<file path="config.mk">
export PLATFORM = sky130hd
export DESIGN_NAME = uart_line_assembler
export DESIGN_NICKNAME = d
export VERILOG_FILES = /design/src/rtl/uart_pkg.sv /design/src/rtl/line_buf_ram.sv /design/src/rtl/uart_line_assembler.sv
export SDC_FILE = /design/constraint.sdc
export NUM_CORES = 1
export LEC_CHECK = 0
export CAP_MARGIN = 20
export CORE_MARGIN = 2
export CORE_UTILIZATION = 56
export DETAILED_ROUTE_END_ITERATION = 8
export PLACE_DENSITY = 0.76
export SLEW_MARGIN = 10
export SYNTH_ARGS = -nofsm -noshare
export SYNTH_HDL_FRONTEND = slang
export SYNTH_SLANG_ARGS = --single-unit
</file>
<file path="constraint.sdc">
create_clock -name clk -period 2.6 [get_ports clk]
set_input_delay 0.52 -clock clk [delete_from_list [all_inputs] [get_ports clk]]
set_output_delay 0.52 -clock clk [all_outputs]
set_load 0.05 [all_outputs]
</file>
<file path="src/rtl/uart_pkg.sv">
// Shared constants and state encoding for the UART line assembler.
// Sits between the UART receiver and transmitter.
package uart_pkg;

  localparam logic [7:0] ASCII_CR  = 8'h0D;
  localparam logic [7:0] ASCII_LF  = 8'h0A;
  localparam logic [7:0] ASCII_BS  = 8'h08;
  localparam logic [7:0] ASCII_DEL = 8'h7F;

  typedef enum logic [2:0] {
    ST_COLLECT,
    ST_SEND,
    ST_WAIT,
    ST_EOL_CR,
    ST_EOL_LF
  } line_state_t;

  function automatic logic is_erase(input logic [7:0] b);
    return (b == ASCII_BS) || (b == ASCII_DEL);
  endfunction

endpackage

</file>
<file path="src/rtl/line_buf_ram.sv">
// Simple dual-port line buffer with a registered read port.
// Written in the plain form that maps onto block RAM; it holds no control logic.
module line_buf_ram #(
  parameter int DEPTH  = 32,
  parameter int ADDR_W = 5
) (
  input  logic              clk,
  input  logic              we,
  input  logic [ADDR_W-1:0] wr_addr,
  input  logic [7:0]        wr_data,
  input  logic [ADDR_W-1:0] rd_addr,
  output logic [7:0]        rd_data
);

  logic [7:0] mem [DEPTH];

  always_ff @(posedge clk) begin
    if (we) mem[wr_addr] <= wr_data;
    rd_data <= mem[rd_addr];
  end

endmodule

</file>
<file path="src/rtl/uart_line_assembler.sv">
// Collects received bytes into an editable line buffer.
// On end-of-line it replays the line to the transmitter, followed by CR LF.
//
// state      | meaning
// COLLECT    | accepting bytes, applying backspace editing
// SEND       | waiting for an idle transmitter to issue buffered byte idx
// WAIT       | transmit handshake in flight; ret_q records the issuing state
// EOL_CR     | waiting for an idle transmitter to issue CR
// EOL_LF     | waiting for an idle transmitter to issue LF
module uart_line_assembler
  import uart_pkg::*;
#(
  parameter int         DEPTH    = 32,
  parameter int         ADDR_W   = 5,
  parameter logic [7:0] EOL_CHAR = 8'h0D
) (
  input  logic              clk,
  input  logic              rst_n,
  input  logic [7:0]        rx_data,
  input  logic              rx_valid,
  input  logic              tx_busy,
  output logic [7:0]        tx_data,
  output logic              tx_start,
  output logic              line_ready,
  output logic [ADDR_W:0]   line_len,
  output logic              overflow
);

  localparam logic [ADDR_W:0]   FULL       = (ADDR_W+1)'(DEPTH);
  localparam logic [ADDR_W:0]   ONE_CNT    = (ADDR_W+1)'(1);
  localparam logic [ADDR_W-1:0] ONE_IDX    = ADDR_W'(1);
  localparam logic [1:0]        GUARD_LOAD = 2'd2;

  line_state_t       state_q, state_d;
  line_state_t       ret_q, ret_d;
  logic [ADDR_W:0]   count_q, count_d;
  logic [ADDR_W:0]   len_q, len_d;
  logic [ADDR_W-1:0] idx_q, idx_d;
  logic [1:0]        guard_q, guard_d;
  logic              ovf_q, ovf_d;
  logic              start_q, start_d;
  logic              ready_q, ready_d;
  logic [7:0]        txd_q, txd_d;
  logic              we;
  logic [7:0]        rd_data;

  // Read address follows the next idx so the byte is already on rd_data
  // in the cycle SEND decides to issue it.
  line_buf_ram #(
    .DEPTH  (DEPTH),
    .ADDR_W (ADDR_W)
  ) u_buf (
    .clk     (clk),
    .we      (we),
    .wr_addr (count_q[ADDR_W-1:0]),
    .wr_data (rx_data),
    .rd_addr (idx_d),
    .rd_data (rd_data)
  );

  always_ff @(posedge clk or negedge rst_n) begin
    if (!rst_n) begin
      state_q <= ST_COLLECT;
      ret_q   <= ST_COLLECT;
      count_q <= '0;
      len_q   <= '0;
      idx_q   <= '0;
      guard_q <= '0;
      ovf_q   <= 1'b0;
      start_q <= 1'b0;
      ready_q <= 1'b0;
      txd_q   <= '0;
    end else begin
      state_q <= state_d;
      ret_q   <= ret_d;
      count_q <= count_d;
      len_q   <= len_d;
      idx_q   <= idx_d;
      guard_q <= guard_d;
      ovf_q   <= ovf_d;
      start_q <= start_d;
      ready_q <= ready_d;
      txd_q   <= txd_d;
    end
  end

  always_comb begin
    state_d = state_q;
    ret_d   = ret_q;
    count_d = count_q;
    len_d   = len_q;
    idx_d   = idx_q;
    guard_d = guard_q;
    ovf_d   = ovf_q;
    start_d = 1'b0;
    ready_d = 1'b0;
    txd_d   = txd_q;
    we      = 1'b0;

    // Bytes arriving while the line is being echoed are lost.
    if (rx_valid && (state_q != ST_COLLECT)) ovf_d = 1'b1;

    case (state_q)
      ST_COLLECT: begin
        if (rx_valid) begin
          if (rx_data == EOL_CHAR) begin
            len_d   = count_q;
            ready_d = 1'b1;
            idx_d   = '0;
            state_d = (count_q == '0) ? ST_EOL_CR : ST_SEND;
          end else if (is_erase(rx_data)) begin
            if (count_q != '0) count_d = count_q - ONE_CNT;
          end else if (count_q < FULL) begin
            we      = 1'b1;
            count_d = count_q + ONE_CNT;
          end else begin
            ovf_d = 1'b1;
          end
        end
      end

      ST_SEND, ST_EOL_CR, ST_EOL_LF: begin
        if (!tx_busy) begin
          start_d = 1'b1;
          case (state_q)
            ST_SEND:   txd_d = rd_data;
            ST_EOL_CR: txd_d = ASCII_CR;
            default:   txd_d = ASCII_LF;
          endcase
          ret_d   = state_q;
          guard_d = GUARD_LOAD;
          state_d = ST_WAIT;
        end
      end

      // Start cycle and the guard cycle after it ignore tx_busy.
      ST_WAIT: begin
        if (guard_q != 2'd0) begin
          guard_d = guard_q - 2'd1;
        end else if (!tx_busy) begin
          case (ret_q)
            ST_SEND: begin
              if (({1'b0, idx_q} + ONE_CNT) < len_q) begin
                idx_d   = idx_q + ONE_IDX;
                state_d = ST_SEND;
              end else begin
                state_d = ST_EOL_CR;
              end
            end
            ST_EOL_CR: state_d = ST_EOL_LF;
            default: begin
              count_d = '0;
              ovf_d   = 1'b0;
              state_d = ST_COLLECT;
            end
          endcase
        end
      end

      default: state_d = ST_COLLECT;
    endcase
  end

  assign tx_data    = txd_q;
  assign tx_start   = start_q;
  assign line_ready = ready_q;
  assign line_len   = len_q;
  assign overflow   = ovf_q;

endmodule

</file>
# Yosys cells after proc, flatten, opt, wreduce, memory -nomap -nowiden
# Memories as Yosys holds them, arrays and structs flattened. A register that Yosys moved wholly into a read port is not among the register bits.
# Cells that the tools add are included.
# word_totals
ram_bits	256
register_bits	36
romBits	0
latchBits	0
elab_cells	104
in_bits	12
memories	1
output_inout_bits	17
# classes
addsub	5
reduce_logical	16
n_lt_le_gt_ge	2
n_shift	0
muxes	50
n_eq_ne	19
bitwise_logic	1
div_mod_pow	0
multipliers	0
# mem_list
name	words	width	read_ports	rd_clocked_by_memory_dff	wr	line_no	text
u_buf.mem	32	8	1	1	1	line_buf_ram.sv:15	logic [7:0] mem [DEPTH];
# ops
op	count
$mux W6	8
$mux W5	6
$mux W1	20
$eq A8 B4 Y1 const B	2
$ne A2 B2 Y1 const B	8
$pmux W8 S2	1
$mux W3	5
$pmux W6 S2	1
$pmux W5 S2	1
$eq A3 B2 Y1 const B	3
$pmux W3 S3	1
$eq A8 B7 Y1 const B	1
$mux W2	4
$reduce_and A8 Y1	1
$add A5 B1 Y6 const B	1
$add A6 B1 Y6 const B	1
$eq A3 B1 Y1 const B	2
$logic_not A6 Y1	1
$lt A6 B6 Y1	1
$lt A6 B6 Y1 const B	1
$ne A3 B3 Y1 const B	2
$pmux W3 S2	1
$reduce_and A3 Y1	2
$reduce_bool A2 Y1	3
other kinds (16)	16

# Longest topological paths before layout
# depth
word_depth	8
mapped_depth	15
ltp_nobuf	13

# By module
# Synthesis repeated with hierarchy kept, for this count alone.
# unflattened
hier_cells	641
hier_area_um2	12214.2
# by_module_without_submodules
module	cells_each	seq_area_each_um2	instances	area_each_um2
line_buf_ram	417	7847.5	1	10053.4
uart_line_assembler	224	900.9	1	2160.8

# Worst setup path before layout
# OpenSTA, ideal clock, no wires.
# synth_timing
path_kind	input to register
from	input port rx_data[4]
to	memory u_buf.mem[8][0] (enable)
n_path_buf	0
cell_stages	10
setup_time_ns	0.383
setup_slack_ns	-0.302
arrival_time_ns	2.519
required_time_ns	2.217
cell_sequence	nor4_4 > nand2_1 > o21ai_0 > and3b_1 > inv_1 > ha_1 > inv_1 > nor4_1 > nand3b_1 > nor3_1
# synth_via
elab_chain_cells	8
word_cells_on_any_way	10
cone_classes	eq/ne (3); mux (6); reduce/logical (1)
# synth_rtl
item	line_no	text
start: declaration	uart_line_assembler.sv:19	input logic [7:0] rx_data,
$eq A8 B4 Y1 or $eq A8 B7 Y1 (tied branches)	uart_pkg.sv:19	return (b == ASCII_BS) || (b == ASCII_DEL);
$logic_or A1 B1 Y1	uart_pkg.sv:19	
$mux W1	uart_line_assembler.sv:111	end else if (is_erase(rx_data)) begin
$mux W1 *	uart_line_assembler.sv:106	if (rx_data == EOL_CHAR) begin
$mux W1 *	uart_line_assembler.sv:105	if (rx_valid) begin
$mux W1 *	uart_line_assembler.sv:103	case (state_q)
$mux W1 *	line_buf_ram.sv:18	if (we) mem[wr_addr] <= wr_data;
$mux W1 (not written as such) *	line_buf_ram.sv:18	
end: declaration	line_buf_ram.sv:15	
# Every way passes the cells marked *; elsewhere a longest branch is shown, timed or not.

# Worst setup path in the final report
# layout_timing
from	register idx_q[0]
to	register u_buf.rd_data[2] (read register of u_buf.mem)
# layout_via
elab_chain_cells	7
word_cells_on_any_way	10
cone_classes	add/sub (2); order compare (1); mux (7)
# layout_rtl
item	line_no	text
start: declaration	uart_line_assembler.sv:38	logic [ADDR_W-1:0] idx_q, idx_d;
start signal: assignment	uart_line_assembler.sv:78	idx_q <= idx_d;
$add A5 B1 Y6	uart_line_assembler.sv:143	if (({1'b0, idx_q} + ONE_CNT) < len_q) begin
$lt A6 B6 Y1	uart_line_assembler.sv:143	
$mux W5	uart_line_assembler.sv:143	
$mux W5	uart_line_assembler.sv:141	case (ret_q)
$mux W5	uart_line_assembler.sv:140	end else if (!tx_busy) begin
$mux W5	uart_line_assembler.sv:138	if (guard_q != 2'd0) begin
$pmux W5 S2 *	uart_line_assembler.sv:103	
end: declaration	line_buf_ram.sv:12	output logic [7:0] rd_data
# Marks and branches as above.
# A chain may end at the register's enable or synchronous reset.

==> summary.txt <==
Finish
  – Cell area after layout: 15900 um^2
  – Filler Cells Inserted: about 1500
  – Number of diodes: 0
  – Share of layout cells above drive strength 1: around a quarter
  – Layout area overhead: 25.3%
  – Layout Nets: 1123

Clocking
  – CTS H-tree lvls: 1
  – Max clock buf depth: 3
  – Worst-path clk slew: 60 ps
  – Sink Count: 300
  – Clock Tree Root: clkbuf_16
  – Clock tree from TritonCTS: built
  – Cts bufs inserted: 29
  – Worst skew pair latency: 560 ps

Synthesis
  – Syn Nets: 944
  – Main synth FF type: edfxtp_1
  – Cell count after synthesis: 918
  – Synth area leader: edfxtp_1
  – Post-synth top cells: edfxtp_1 (256), nand2_1 (127), mux2i_1 (59), nand3_1 (58), nor2_1 (52)
  – Synth Register Bits: 300
  – Most numerous cell in the Yosys netlist: edfxtp_1
  – Synth Area in XOR/XNOR: 0.552%
  – Yosys top cell area share: between 60% and 70%
  – Sequential share of the synthesized area: around 69%
  – Cell variety after synth: 64
  – Async S/R FF share, synth: 12.0%
  – Synth top area cells: edfxtp_1 (61%), dfrtp_1 (7.1%), mux2i_1 (4.7%)
  – Adder-cell share of the synthesized area: 1.44%
  – Compound-Gate Fraction of Synth Area: 7.62%
  – Post-Synth Simple-Gate Area: 12.8%
  – Synth warn: 0
  – Post-synth EDFFs: 256
  – Largest family of logic cells by synthesized area: simple AND/OR/NAND/NOR gates
  – Cell Area, Synth: around 13000 um^2
  – Mux cell area share after synthesis: just over 6%
  – Mean Syn Cell Area: approximately 14 um^2

Global routing
  – Vias in the first global route: 8130
  – First-pass GRT wire length: 48.3 mm
  – GR Overflow Total: 0
  – GRT Overall Usage: 27.1%
  – Largest net degree at the start of global routing: 45
  – Initial antenna violation count: 0

Floorplanning
  – Core area: 22400 um^2
  – Num ports: 29
  – Initial Util: between 50 and 60%
  – Die W: ~150 um
  – Die Y: 155 um
  – Die area: about 24000 um^2
  – Num rows: 55

Detailed routing
  – Antenna-violating nets left: 0
  – Initial drt markers: 973
  – WL met2: 15.8 mm
  – Drt via density: 6.21
  – Residual DRC: 0
  – Met1 WL: around 13 mm
  – Via count: 8726
  – Met3 wire len: 3.16 mm
  – Routed WL: roughly 33 mm
  – Wire per inst: about 24 um
  – DRT Pass-1 Iters: 5
  – Max layer used: met4

STA
  – Final worst path period need: between 3000 and 4000 ps
  – Post-layout worst setup margin: -661 ps
  – Final Hold Fails: 0
  – Tcrit/Tclk final: 125%
  – Clock skew: 13.4 ps
  – Final setup violating endpoints: 8
  – Fmax: between 300 and 400 MHz
  – RSZ-0062 raised after global routing: yes
  – Slew HR: 45.5%
  – Worst-Margin Slew: 818 ps
  – Slew Limit Fails: 0
  – Setup TNS: -4940 ps
  – Worst hold margin: 50.6 ps

Critical path
  – CP startpoint kind: flip-flop
  – Crit path DAT: 3750 ps
  – Critical path required time: a little over 3000 ps
  – Crit Path Max Fanout: 7
  – WS Path Type: flip-flop to flip-flop
  – Crit. End Element: flip-flop

Power and ir drop
  – VDD IR-drop max: 0.590 mV
  – Pwr dens: between 700 and 800 nW/um^2
  – Internal Power: between 8 and 9 mW
  – Reg power frac: 48.1%
  – NetSw: 3.17 mW
  – LEAKAGE: approximately 6.0 nW
  – Clock share of power: a little over a third
  – Sw Share: 27.0%
  – Tot Pwr: 11.7 mW
  – Comb pwr share: 17.1%

Min path
  – Worst Hold Class: input pin to asynchronous set/reset pin

Place
  – Dpl hpwl: 21.1 mm
  – Post-DP Area: 14500 um^2
  – Place WS: -818 ps
  – PortBufs: 28
  – Routability Congestion: slightly below 1

Outcome
  – Outcome: finished with violations
  – Failing checks: setup timing

Run
  – Max Cap Violations: 0
-- layer usage --
layer  vias to the layer above  GRT usage (%)
met5                         -              0
met4                         0           9.48
met3                        87           5.60
met2                       441           44.0
met1                      4338           36.8
li1                       3860              -
-- power groups by stage --
stage          Clock [mW]  Sequential [mW]  Combinational, mW
2_1_floorplan           0             5.72              0.888
3_3_place_gp            0             5.73               1.76
3_5_place_dp            0             5.73               1.79
4_1_cts              4.12             5.63               1.85
5_1_grt              4.30             5.66               2.13
6_report             4.09             5.65               2.00
-- cell usage in the layout, fill, tap and decap left out, drive strengths merged, types with 2 or more instances in the layout --
| cell | Yosys | routed |
|---|---|---|
| bufinv | 0 | 2 |
| nor3 | 16 | 16 |
| o22ai | 3 | 3 |
| nor3b | 2 | 2 |
| and2 | 13 | 13 |
| ha | 13 | 13 |
| o221a | 8 | 8 |
| a41o | 3 | 3 |
| o211ai | 16 | 16 |
| edfxtp | 256 | 256 |
| xnor2 | 4 | 4 |
| dfrtp | 36 | 36 |
| nor2 | 55 | 55 |
| o21ai | 15 | 15 |
| a21o | 10 | 10 |
| dfxtp | 8 | 8 |
| clkdlybuf4s50 | 0 | 19 |
| clkinv | 0 | 10 |
| nor4 | 3 | 3 |
| dlymetal6s2s | 0 | 2 |
| a22o | 8 | 8 |
| mux2 | 14 | 14 |
| inv | 21 | 22 |
| nor2b | 3 | 3 |
| o21bai | 3 | 3 |
| buf | 31 | 163 |
| nand4 | 30 | 30 |
| nand4b | 3 | 3 |
| nand2 | 128 | 128 |
| and3 | 5 | 5 |
| clkbuf | 13 | 42 |
| nand2b | 7 | 7 |
| dlygate4sd2 | 0 | 6 |
| a21oi | 20 | 20 |
| o221ai | 9 | 9 |
| nand3b | 3 | 3 |
| xor2 | 4 | 4 |
| nand3 | 58 | 58 |
| a32oi | 23 | 23 |
| mux2i | 61 | 61 |
-- worst paths after layout --
path	from	end	slack (ps)	depth (start not counted)
min in group clk	rx_data[2]	u_buf.mem[24][2]	350	2
hold / removal	rst_n	idx_q[1]	50	1
setup reg to reg	idx_q[0]	u_buf.rd_data[2]	-660	16
max in group asynchronous	rst_n	idx_q[2]	1970	1
hold reg to reg	guard_q[1]	guard_q[1]	540	2
setup / recovery	idx_q[0]	u_buf.rd_data[2]	-660	16
-- worst max-delay path, cell delays in order, from the launching register on --
cell	delay [ps]
dfrtp_2	420
ha_4	180
nand3_4	90
xnor2_4	180
ha_4	270
nand4_1	110
buf_4	160
o21bai_4	210
a31oi_4	190
o21ai_4	100
buf_12	140
clkbuf_16	170
buf_4	150
mux2i_1	110
o211ai_1	240
nand4_1	280
nand4_1	180
-- final cells by class --
class	instances	area, um^2	share of cell area [%]
multi-input cells	553	3980	25.0
flip-flops and latches	300	8750	55.1
clock buffers	40	797	5.01
well taps	285	357	2.24
inverters	21	86.3	0.543
clock inverters	14	121	0.764
repair buffers	192	1800	11.3
-- registers in the layout, indices dropped and copies added (netlist names), 3 cells and up --
name,flops
state_q,3
count_q,6
tx_data,8
u_buf.rd_data,8
line_len,6
u_buf.mem,256
idx_q,5
ret_q,3
-- logic make-up after synthesis --
kind of cell / Yosys count
and+or+nand+nor: 330
DFF: 300
adders and majority gates: 14
AOI/OAI and AO/OA: 126
xor gates and xnor gates: 8
buffers and inverters: 65
muxes: 75
-- per-stage QoR --
| stage | std cells | util [%] |
|---|---|---|
| final | 1405 | 70.9 |
| after global routing | 1405 | 70.9 |
| after CTS | 1391 | 69.3 |
| after detailed placement | 1333 | 64.5 |
| after global placement | 1333 | 64.5 |
| after floorplan | 918 | - |
-- repair_timing --
item                       4_1_cts  5_1_grt
gates resized for setup         30       45
setup endpoints to repair      255      247
hold buffers                     0        0
setup buffers                    3       13
pin swaps                       13       24
cloned                           1        2
Note: power is estimated with default switching activity, not from simulation.
